<file path="config.mk">
export PLATFORM = sky130hd
export DESIGN_NAME = lsu
export DESIGN_NICKNAME = d
export VERILOG_FILES = /design/src/rtl/typepkg.sv /design/src/rtl/lsu_lane.sv /design/src/rtl/lsu.sv
export SDC_FILE = /design/constraint.sdc
export NUM_CORES = 1
export LEC_CHECK = 0
export BUFFER_PORTS_ARGS = -buffer_cell sky130_fd_sc_hd__buf_2
export CORE_MARGIN = 2
export CORE_UTILIZATION = 35
export CTS_CLUSTER_DIAMETER = 200
export DETAILED_ROUTE_END_ITERATION = 6
export GPL_ROUTABILITY_DRIVEN = 0
export SLEW_MARGIN = 10
export SYNTH_ARGS = -nofsm -noshare
export SYNTH_HDL_FRONTEND = slang
export SYNTH_SLANG_ARGS = --single-unit
</file>
<file path="constraint.sdc">
create_clock -name clk -period 3.4 [get_ports clk]
set_input_delay 0.68 -clock clk [delete_from_list [all_inputs] [get_ports clk]]
set_output_delay 0.68 -clock clk [all_outputs]
set_load 0.01 [all_outputs]
</file>
<file path="src/rtl/typepkg.sv">
// Shared types for the load/store unit: decoder access kinds and LSU FSM states.
package typepkg;

    typedef enum logic [2:0] {
        RD_NONE   = 3'd0,
        RD_BYTE   = 3'd1,
        RD_HALF   = 3'd2,
        RD_WORD   = 3'd3,
        RD_BYTE_U = 3'd4,
        RD_HALF_U = 3'd5
    } mem_read_t;

    typedef enum logic [1:0] {
        WR_NONE = 2'd0,
        WR_BYTE = 2'd1,
        WR_HALF = 2'd2,
        WR_WORD = 2'd3
    } mem_write_t;

    typedef enum logic [1:0] {
        ST_IDLE = 2'd0,
        ST_REQ  = 2'd1,
        ST_DONE = 2'd2
    } lsu_state_t;

endpackage

</file>
<file path="src/rtl/lsu_lane.sv">
// Load lane selection: picks the addressed byte/half of a bus word and extends it.
module lsu_lane
    import typepkg::*;
(
    input  logic [31:0] word,
    input  logic [1:0]  offset,
    input  mem_read_t   kind,
    output logic [31:0] data
);

    logic [31:0] shifted;

    // Shift the addressed lane down to bit 0, then sign- or zero-extend by kind
    always_comb begin
        shifted = word >> {offset, 3'b000};
        data    = '0;
        case (kind)
            RD_BYTE:   data = {{24{shifted[7]}}, shifted[7:0]};
            RD_BYTE_U: data = {24'b0, shifted[7:0]};
            RD_HALF:   data = {{16{shifted[15]}}, shifted[15:0]};
            RD_HALF_U: data = {16'b0, shifted[15:0]};
            RD_WORD:   data = word;
            default:   data = '0;
        endcase
    end

endmodule

</file>
<file path="src/rtl/lsu.sv">
// Load/store unit: one bus access per op via IDLE -> REQ -> DONE, with timeout.
module lsu
    import typepkg::*;
#(
    parameter int unsigned TIMEOUT = 255
)
(
    input  logic        clk,
    input  logic        rst_n,
    input  mem_read_t   mem_read,
    input  mem_write_t  mem_write,
    input  logic [31:0] addr,
    input  logic [31:0] wdata,
    output logic [31:0] rdata,
    output logic        stall,
    output logic        misalign,
    output logic        bus_err,
    output logic        bus_req,
    output logic        bus_we,
    output logic [31:0] bus_addr,
    output logic [3:0]  bus_wstrb,
    output logic [31:0] bus_wdata,
    input  logic        bus_ready,
    input  logic [31:0] bus_rdata
);

    localparam logic [7:0] CNT_LAST = 8'(TIMEOUT - 1);

    lsu_state_t  state, state_next;
    logic [31:0] addr_q, wdata_q, data_q;
    logic        we_q, err_q;
    mem_read_t   kind_q;
    logic [3:0]  wstrb_q;
    logic [7:0]  cnt;

    logic        is_write, active, aligned, load;
    logic [3:0]  strobe;
    logic [31:0] wdata_rep, lane_data;

    lsu_lane u_lane (
        .word   (bus_rdata),
        .offset (addr_q[1:0]),
        .kind   (kind_q),
        .data   (lane_data)
    );

    // Decode the incoming op: activity, alignment, strobes and lane-replicated data
    always_comb begin
        is_write  = (mem_write != WR_NONE);
        active    = is_write || (mem_read != RD_NONE);
        aligned   = 1'b1;
        strobe    = 4'b0000;
        wdata_rep = '0;
        if (is_write) begin
            case (mem_write)
                WR_BYTE: begin
                    strobe    = 4'b0001 << addr[1:0];
                    wdata_rep = {4{wdata[7:0]}};
                end
                WR_HALF: begin
                    aligned   = ~addr[0];
                    strobe    = 4'b0011 << addr[1:0];
                    wdata_rep = {2{wdata[15:0]}};
                end
                WR_WORD: begin
                    aligned   = (addr[1:0] == 2'b00);
                    strobe    = 4'b1111;
                    wdata_rep = wdata;
                end
                default: ;
            endcase
        end else begin
            case (mem_read)
                RD_HALF, RD_HALF_U: aligned = ~addr[0];
                RD_WORD:            aligned = (addr[1:0] == 2'b00);
                default:            aligned = 1'b1;
            endcase
        end
    end

    // State register
    always_ff @(posedge clk or negedge rst_n) begin
        if (!rst_n) state <= ST_IDLE;
        else        state <= state_next;
    end

    // Next-state and per-state outputs
    always_comb begin
        state_next = state;
        load       = 1'b0;
        stall      = 1'b0;
        misalign   = 1'b0;
        bus_req    = 1'b0;
        bus_we     = 1'b0;
        rdata      = '0;
        bus_err    = 1'b0;
        case (state)
            ST_IDLE: begin
                if (active) begin
                    if (aligned) begin
                        stall      = 1'b1;
                        load       = 1'b1;
                        state_next = ST_REQ;
                    end else begin
                        misalign = 1'b1;
                    end
                end
            end
            ST_REQ: begin
                stall   = 1'b1;
                bus_req = 1'b1;
                bus_we  = we_q;
                if (bus_ready || (cnt == CNT_LAST)) state_next = ST_DONE;
            end
            ST_DONE: begin
                rdata      = data_q;
                bus_err    = err_q;
                state_next = ST_IDLE;
            end
            default: state_next = ST_IDLE;
        endcase
    end

    // Access registers: captured on entry to REQ, result/error captured on REQ exit
    always_ff @(posedge clk or negedge rst_n) begin
        if (!rst_n) begin
            addr_q  <= '0;
            wdata_q <= '0;
            data_q  <= '0;
            we_q    <= 1'b0;
            err_q   <= 1'b0;
            kind_q  <= RD_NONE;
            wstrb_q <= '0;
            cnt     <= '0;
        end else if (load) begin
            addr_q  <= addr;
            wdata_q <= wdata_rep;
            data_q  <= '0;
            we_q    <= is_write;
            err_q   <= 1'b0;
            kind_q  <= is_write ? RD_NONE : mem_read;
            wstrb_q <= strobe;
            cnt     <= '0;
        end else if (state == ST_REQ) begin
            cnt <= cnt + 8'd1;
            if (bus_ready) begin
                data_q <= we_q ? '0 : lane_data;
                err_q  <= 1'b0;
            end else if (cnt == CNT_LAST) begin
                data_q <= '0;
                err_q  <= 1'b1;
            end
        end
    end

    assign bus_addr  = {addr_q[31:2], 2'b00};
    assign bus_wstrb = wstrb_q;
    assign bus_wdata = wdata_q;

endmodule
</file>
==> results of run 1 <==
-- per-layer routing --
layer | share of wire (%) | up-vias | track usage, %
li1 | - | 2422 | -
met2 | 47 | 173 | 27.31
met5 | 0 | - | 0
met3 | 5.8 | 14 | 4.745
met1 | 46 | 2435 | 24.21
met4 | 1.2 | 0 | 5.263
-- registers in the layout, indices dropped and copies added (netlist names) --
| signal | cells |
|---|---|
| addr_q | 32 |
| cnt | 8 |
| err_q | 1 |
| we_q | 1 |
| bus_wdata | 32 |
| data_q | 32 |
| kind_q | 3 |
| bus_wstrb | 4 |
| state | 2 |
-- placed cells by master (no fill, tap or decap), types with 10 or more instances in the layout --
cell,instances
buf_2,205
dfrtp_1,115
nand2_1,62
and2_1,34
mux2_4,30
a31oi_1,22
a21oi_1,18
o2bb2ai_2,17
clkbuf_16,17
a22oi_1,16
buf_4,15
nor2_1,14
nand3_1,14
o2bb2ai_1,12
mux2i_1,10
a22o_1,10
-- area by class of cell --
class,instances,area [um^2],area share [%]
multi-input combinational,376,2894,36.90
sequential,115,2878,36.69
timing repair buffer,221,1159,14.77
clock buffer,20,456.7,5.823
tap,229,286.5,3.653
clock inverter,12,130.1,1.659
inverter,9,33.78,0.4308
antenna,2,5.005,0.06382
-- critical path, stage by stage --
cell and delay (ns):
buf_2 0.11, inv_1 0.08, ha_1 0.21, or2_1 0.32, a21boi_1 0.19, o22ai_2 0.23, nand2b_4 0.10, nand2_1 0.07
buf_2 0.15
-- kinds of logic (layout without fill, tap and decap cells) --
kind of cell	count (synthesis)	in the layout	share of synthesized area, %
other cells	1	4	0.05949
buf+inv	88	262	8.654
fa+ha+maj	7	7	1.389
compound gates	156	156	20.40
mux	50	50	10.70
flops	115	115	45.65
simple gates	161	161	13.14
-- power groups by stage --
stage	sequential (W)	clock [W]	combinational (W)
floorplan	0.00219	0	0.00201
finish	0.00222	0.00175	0.00252
CTS	0.00222	0.00180	0.00254
global placement	0.00223	0	0.00251
global route	0.00229	0.00185	0.00275
detailed placement	0.00222	0	0.00254
-- final timing paths --
kind | end | slack (ns) | cells past startpoint
setup / recovery | stall | 0.58 | 9
hold / removal | data_q[10] | 0.34 | 1
setup reg to reg | data_q[17] | 1.20 | 5
hold reg to reg | bus_wdata[10] | 0.49 | 1
max in group asynchronous | data_q[31] | 2.32 | 2
min in group clk | bus_wdata[10] | 0.49 | 1
-- stage by stage --
step | std cells | power, W
6_report | 984 | 0.006486
5_1_grt | 984 | 0.006894
4_1_cts | 982 | 0.006563
3_5_place_dp | 950 | 0.004769
3_3_place_gp | 950 | 0.004741
2_1_floorplan | 579 | 0.004201
==> flow_summary_export.csv, run 1 <==
group,metric,value,unit
status,status,"finished clean",
min_path,hold_path_class,"primary input to asynchronous set/reset pin",
setup_path,arrival,2.14,ns
synth,netlist_instances,578,
clock_network,post_cts_buffers,0,
grt,antenna_found_initial,2,
synth,synth_commonest_cells,"dfrtp_1, nand2_1, and2_1",
finish,drive_above_1_share,41.70,%
pwr,ir_drop,0.0004258,V
synth,async_flop_share,100.0,%
pwr,switching_share,35.75,%
clock_network,tritoncts,"built",
setup_path,worst-endpoint-required,2.72,ns
detailed_routing,viasPerCell,5.126,
detailed_routing,drt-initial-drc-count,381,
grt,globalRouteOverflowTotal,0,
detailed_routing,ant_nets,0,
grt,grt.total_usage,17.59,%
sta,timing.hold.ws,0.3386,ns
sta,rsz0062_at_grt,"no",
place,dp_hpwl,12.23,mm
sta,finalMaxSlewViolations,0,
pwr,p_switching,0.002319,W
sta,min_period,2.816,ns
pwr,comb_power_share,38.8,%
sta,period_share,82.83,%
pwr,cellLeakagePower,3.861,nW
floorplan,die_h,138.2,um
synth,syn_avg_cell_area,10.91,um^2
clock_network,clock-root-buffer,"clkbuf_16",
grt,grt_max_degree,60,
floorplan,fp-row-count,49,
synth,yosysTopAreaCell,"dfrtp_1",
synth,yosysTopAreaCellShare,45.65,%
synth,synthesis.area,0.006304,mm^2
synth,synth.most_common_cell,"dfrtp_1",
floorplan,core_area,0.01784,mm^2
detailed_routing,drc,0,
place,port_buffers,206,
detailed_routing,wl,16.68,mm
grt,grt_pass1_vias,5118,
synth,synth.distinct_cells,57,
clock_network,cts.clk_slew.worst_paths,0.05,ns
sta,finalWorstSetupSlack,0.5836,ns
place,postPlaceCellArea,0.007251,mm^2
detailed_routing,vias,5044,
clock_network,postCtsHoldBufs,0,
setup_path,crit_start,"mem_write[0]",
floorplan,initial_core_util,35.33,%
clock_network,htree_levels,4,
detailed_routing,routedWlPerCell,16.95,um
finish,final_area,0.007843,mm^2
sta,worst-slew-pin-transition,0.7496,ns
sta,tns,0,ns
setup_path,cp-start-kind,"primary input",
sta,fmax,355.1,MHz
setup_path,endpoint_kind,"output pin",
clock_network,cts_max_path_buffers,2,
finish,nFillCells,1724,
detailed_routing,firstDrtPassIters,5,
job,maxCapViolCount,0,
setup_path,worstSetupPathType,"primary input to output pin",
sta,slew_headroom,50.03,%
finish,syn_to_final_growth,24.41,%
pwr,p_int,0.004167,W
synth,seq_area_frac_synth,45.65,%
clock_network,cts.sinks,115,
floorplan,die-area,0.01910,mm^2
clock_network,cts_inserted_buffers,17,
clock_network,cts_resized,0,
pwr,p_per_area,827.0,mW/mm^2
place,pre_cts_slack,0.5781,ns
synth,synth_edf_count,0,
synth,yosys_register_bits,115,
setup_path,critical_path.max_fanout,9,
synth,synth_flop_cell,"dfrtp_1",
grt,grt_pass1_wl,27.17,mm
setup_path,rr_startpoint,"kind_q[1]",
floorplan,die_w,138.2,um
synth,synth.area.top_cells,"dfrtp_1, mux2_4, o2bb2ai_2, buf_4, nand2_1",
sta,finalHoldViolCount,0,
sta,setup_viol,0,
clock_network,clock_latency,0.41,ns
finish,utilization,43.96,%
pwr,power.share.sequential,34.2,%
finish,fin_nets,851,
pwr,p_clk_share,27.0,%
floorplan,io_pins,209,
sta,finalClockSkew,0.006707,ns
synth,yosysWarnings,0,
Power figures use the tool's default switching activity.
==> inputs of run 2 (changes only) <==
Clock period 3.4 ns to 2.5 ns, I/O delays scaled along.
==> run 2 against run 1 <==
Net effect: cell area increased by 1.8%; global-route usage grew 0.25 points; critical path type unchanged; non-clock buffer count up 8.
==> flow_summary_export.csv, run 2 (synthesized netlist as in run 1, its figures left out) <==
group,metric,value,unit
status,status,"finished clean",
sta,worst-slew-pin-transition,0.6210,ns
detailed_routing,vias,5165,
floorplan,core_area,0.01784,mm^2
detailed_routing,firstDrtPassIters,7,
setup_path,r2r_cells,5,
pwr,p_per_area,1148,mW/mm^2
place,dp_hpwl,12.43,mm
floorplan,die_w,138.2,um
finish,diodes,0,
clock_network,cts_resized,0,
clock_network,post_cts_buffers,0,
setup_path,worst-endpoint-required,2.00,ns
setup_path,endpoint_kind,"output pin",
finish,nFillCells,1732,
sta,finalHoldViolCount,0,
place,pre_cts_slack,0.05565,ns
detailed_routing,wl,17.11,mm
detailed_routing,ant_nets,0,
clock_network,cts.sinks,115,
finish,syn_to_final_growth,26.62,%
setup_path,worstSetupPathType,"primary input to output pin",
setup_path,cp-start-kind,"primary input",
job,maxCapViolCount,0,
floorplan,fp-row-count,49,
grt,grt_max_degree,57,
pwr,finalPower,0.009166,W
finish,fin_nets,859,
floorplan,initial_core_util,35.33,%
floorplan,io_pins,209,
sta,finalClockSkew,0.02609,ns
sta,fmax,426.3,MHz
min_path,worstHoldStart,"addr[11]",
setup_path,critical_path.max_fanout,5,
sta,period_share,93.83,%
clock_network,htree_levels,4,
sta,slew_headroom,58.51,%
grt,grt_pass1_vias,5087,
min_path,hold_path_class,"primary input to flop",
clock_network,postCtsHoldBufs,1,
setup_path,timing.rr.end,"data_q[4]",
finish,fin_cells,990,
clock_network,cts_max_path_buffers,2,
place,port_buffers,206,
min_path,whs_endpoint,"addr_q[11]",
floorplan,die-area,0.01910,mm^2
setup_path,rr_startpoint,"kind_q[1]",
grt,globalRouteOverflowTotal,0,
clock_network,cts.clk_slew.worst_paths,0.06,ns
sta,finalWorstSetupSlack,0.1543,ns
grt,grt_pass1_wl,27.72,mm
sta,setup_viol,0,
pwr,cellLeakagePower,3.928,nW
setup_path,r2r_slack,0.61,ns
setup_path,arrival,1.85,ns
place,dp_cells,957,
clock_network,cts_inserted_buffers,17,
place,postPlaceCellArea,0.007331,mm^2
finish,final_area,0.007981,mm^2
pwr,ir_drop,0.0005565,V
detailed_routing,drt-initial-drc-count,402,
finish,layout_common_cells,"buf_2, dfrtp_1, nand2_1",
sta,tns,0,ns
sta,min_period,2.346,ns
detailed_routing,viasPerCell,5.217,
clock_network,clock_latency,0.42,ns
sta,finalMaxSlewViolations,0,
clock_network,tritoncts,"built",
min_path,holdPathStages,2,
detailed_routing,routedWlPerCell,17.28,um
floorplan,die_h,138.2,um
detailed_routing,drc,0,
sta,rsz0062_at_grt,"no",
finish,layout_commonest_cell,"buf_2",
finish,drive_above_1_share,42.44,%
grt,grt.total_usage,17.84,%
clock_network,clock-root-buffer,"clkbuf_16",
grt,antenna_found_initial,1,
==> run 2: changes by cell type in the layout (fill, tap and decap cells not counted), sizes merged <==
cell,delta
buf,+7
bufinv,+2
clkbuf,-2
diode,-2
clkinv,-1
dlygate4sd3,+1
inv,+1
==> run 2: worst max-delay path, stage by stage <==
cell      delay (ns)
buf_2           0.10
inv_1           0.07
ha_1            0.24
or2_1           0.23
a21boi_1        0.15
o22ai_2         0.23
nand2b_4        0.11
nand2_2         0.07
buf_2           0.15
==> run 2: area by class of cell <==
class	count	area, um^2	share of cell area [%]
Inverter	9	33.78	0.4233
Clock inverter	14	201.4	2.524
Sequential cell	115	2878	36.06
Multi-Input combinational cell	376	2897	36.29
Timing Repair Buffer	229	1246	15.61
Tap cell	229	286.5	3.590
Clock buffer	18	439.2	5.502
==> run 2: layer usage <==
metal  global-route usage (%)  wire [um]  vias up  share of wire (%)
met2                    26.68       7761      189                 45
met1                    25.04       7818     2505                 46
li1                         -          -     2441                  -
met3                    4.849       1166       28                6.8
met5                        0         13        -              0.076
met4                    6.176        350        2                2.0
==> run 2: worst max path at each step <==
| stage | from | endpoint | slack [ns] | depth (start not counted) |
|---|---|---|---|---|
| 4_1_cts | mem_write[0] | stall | 0.12 | 9 |
| 5_1_grt | mem_write[0] | stall | 0.04 | 9 |
| 3_5_place_dp | mem_write[0] | addr_q[1] | 0.06 | 9 |
| 6_report | mem_write[0] | stall | 0.15 | 9 |
| 2_1_floorplan | mem_write[0] | stall | 0.04 | 11 |
| 3_3_place_gp | mem_write[0] | addr_q[0] | 0.11 | 9 |
==> run 2: report_power, final <==
| group | leakage, nW | switching, W | internal [W] |
|---|---|---|---|
| clock | 0.307 | 0.000920 | 0.00171 |
| combinational | 2.13 | 0.00185 | 0.00169 |
| sequential | 1.49 | 0.000485 | 0.00251 |
==> run 2: through the flow <==
step	util, %	hold slack (ns)
finish	44.74	0.3076
global route	44.74	0.3019
CTS	44.74	0.2924
detailed placement	41.09	0.4390
global placement	41.09	0.4402
floorplan	-	0.2044
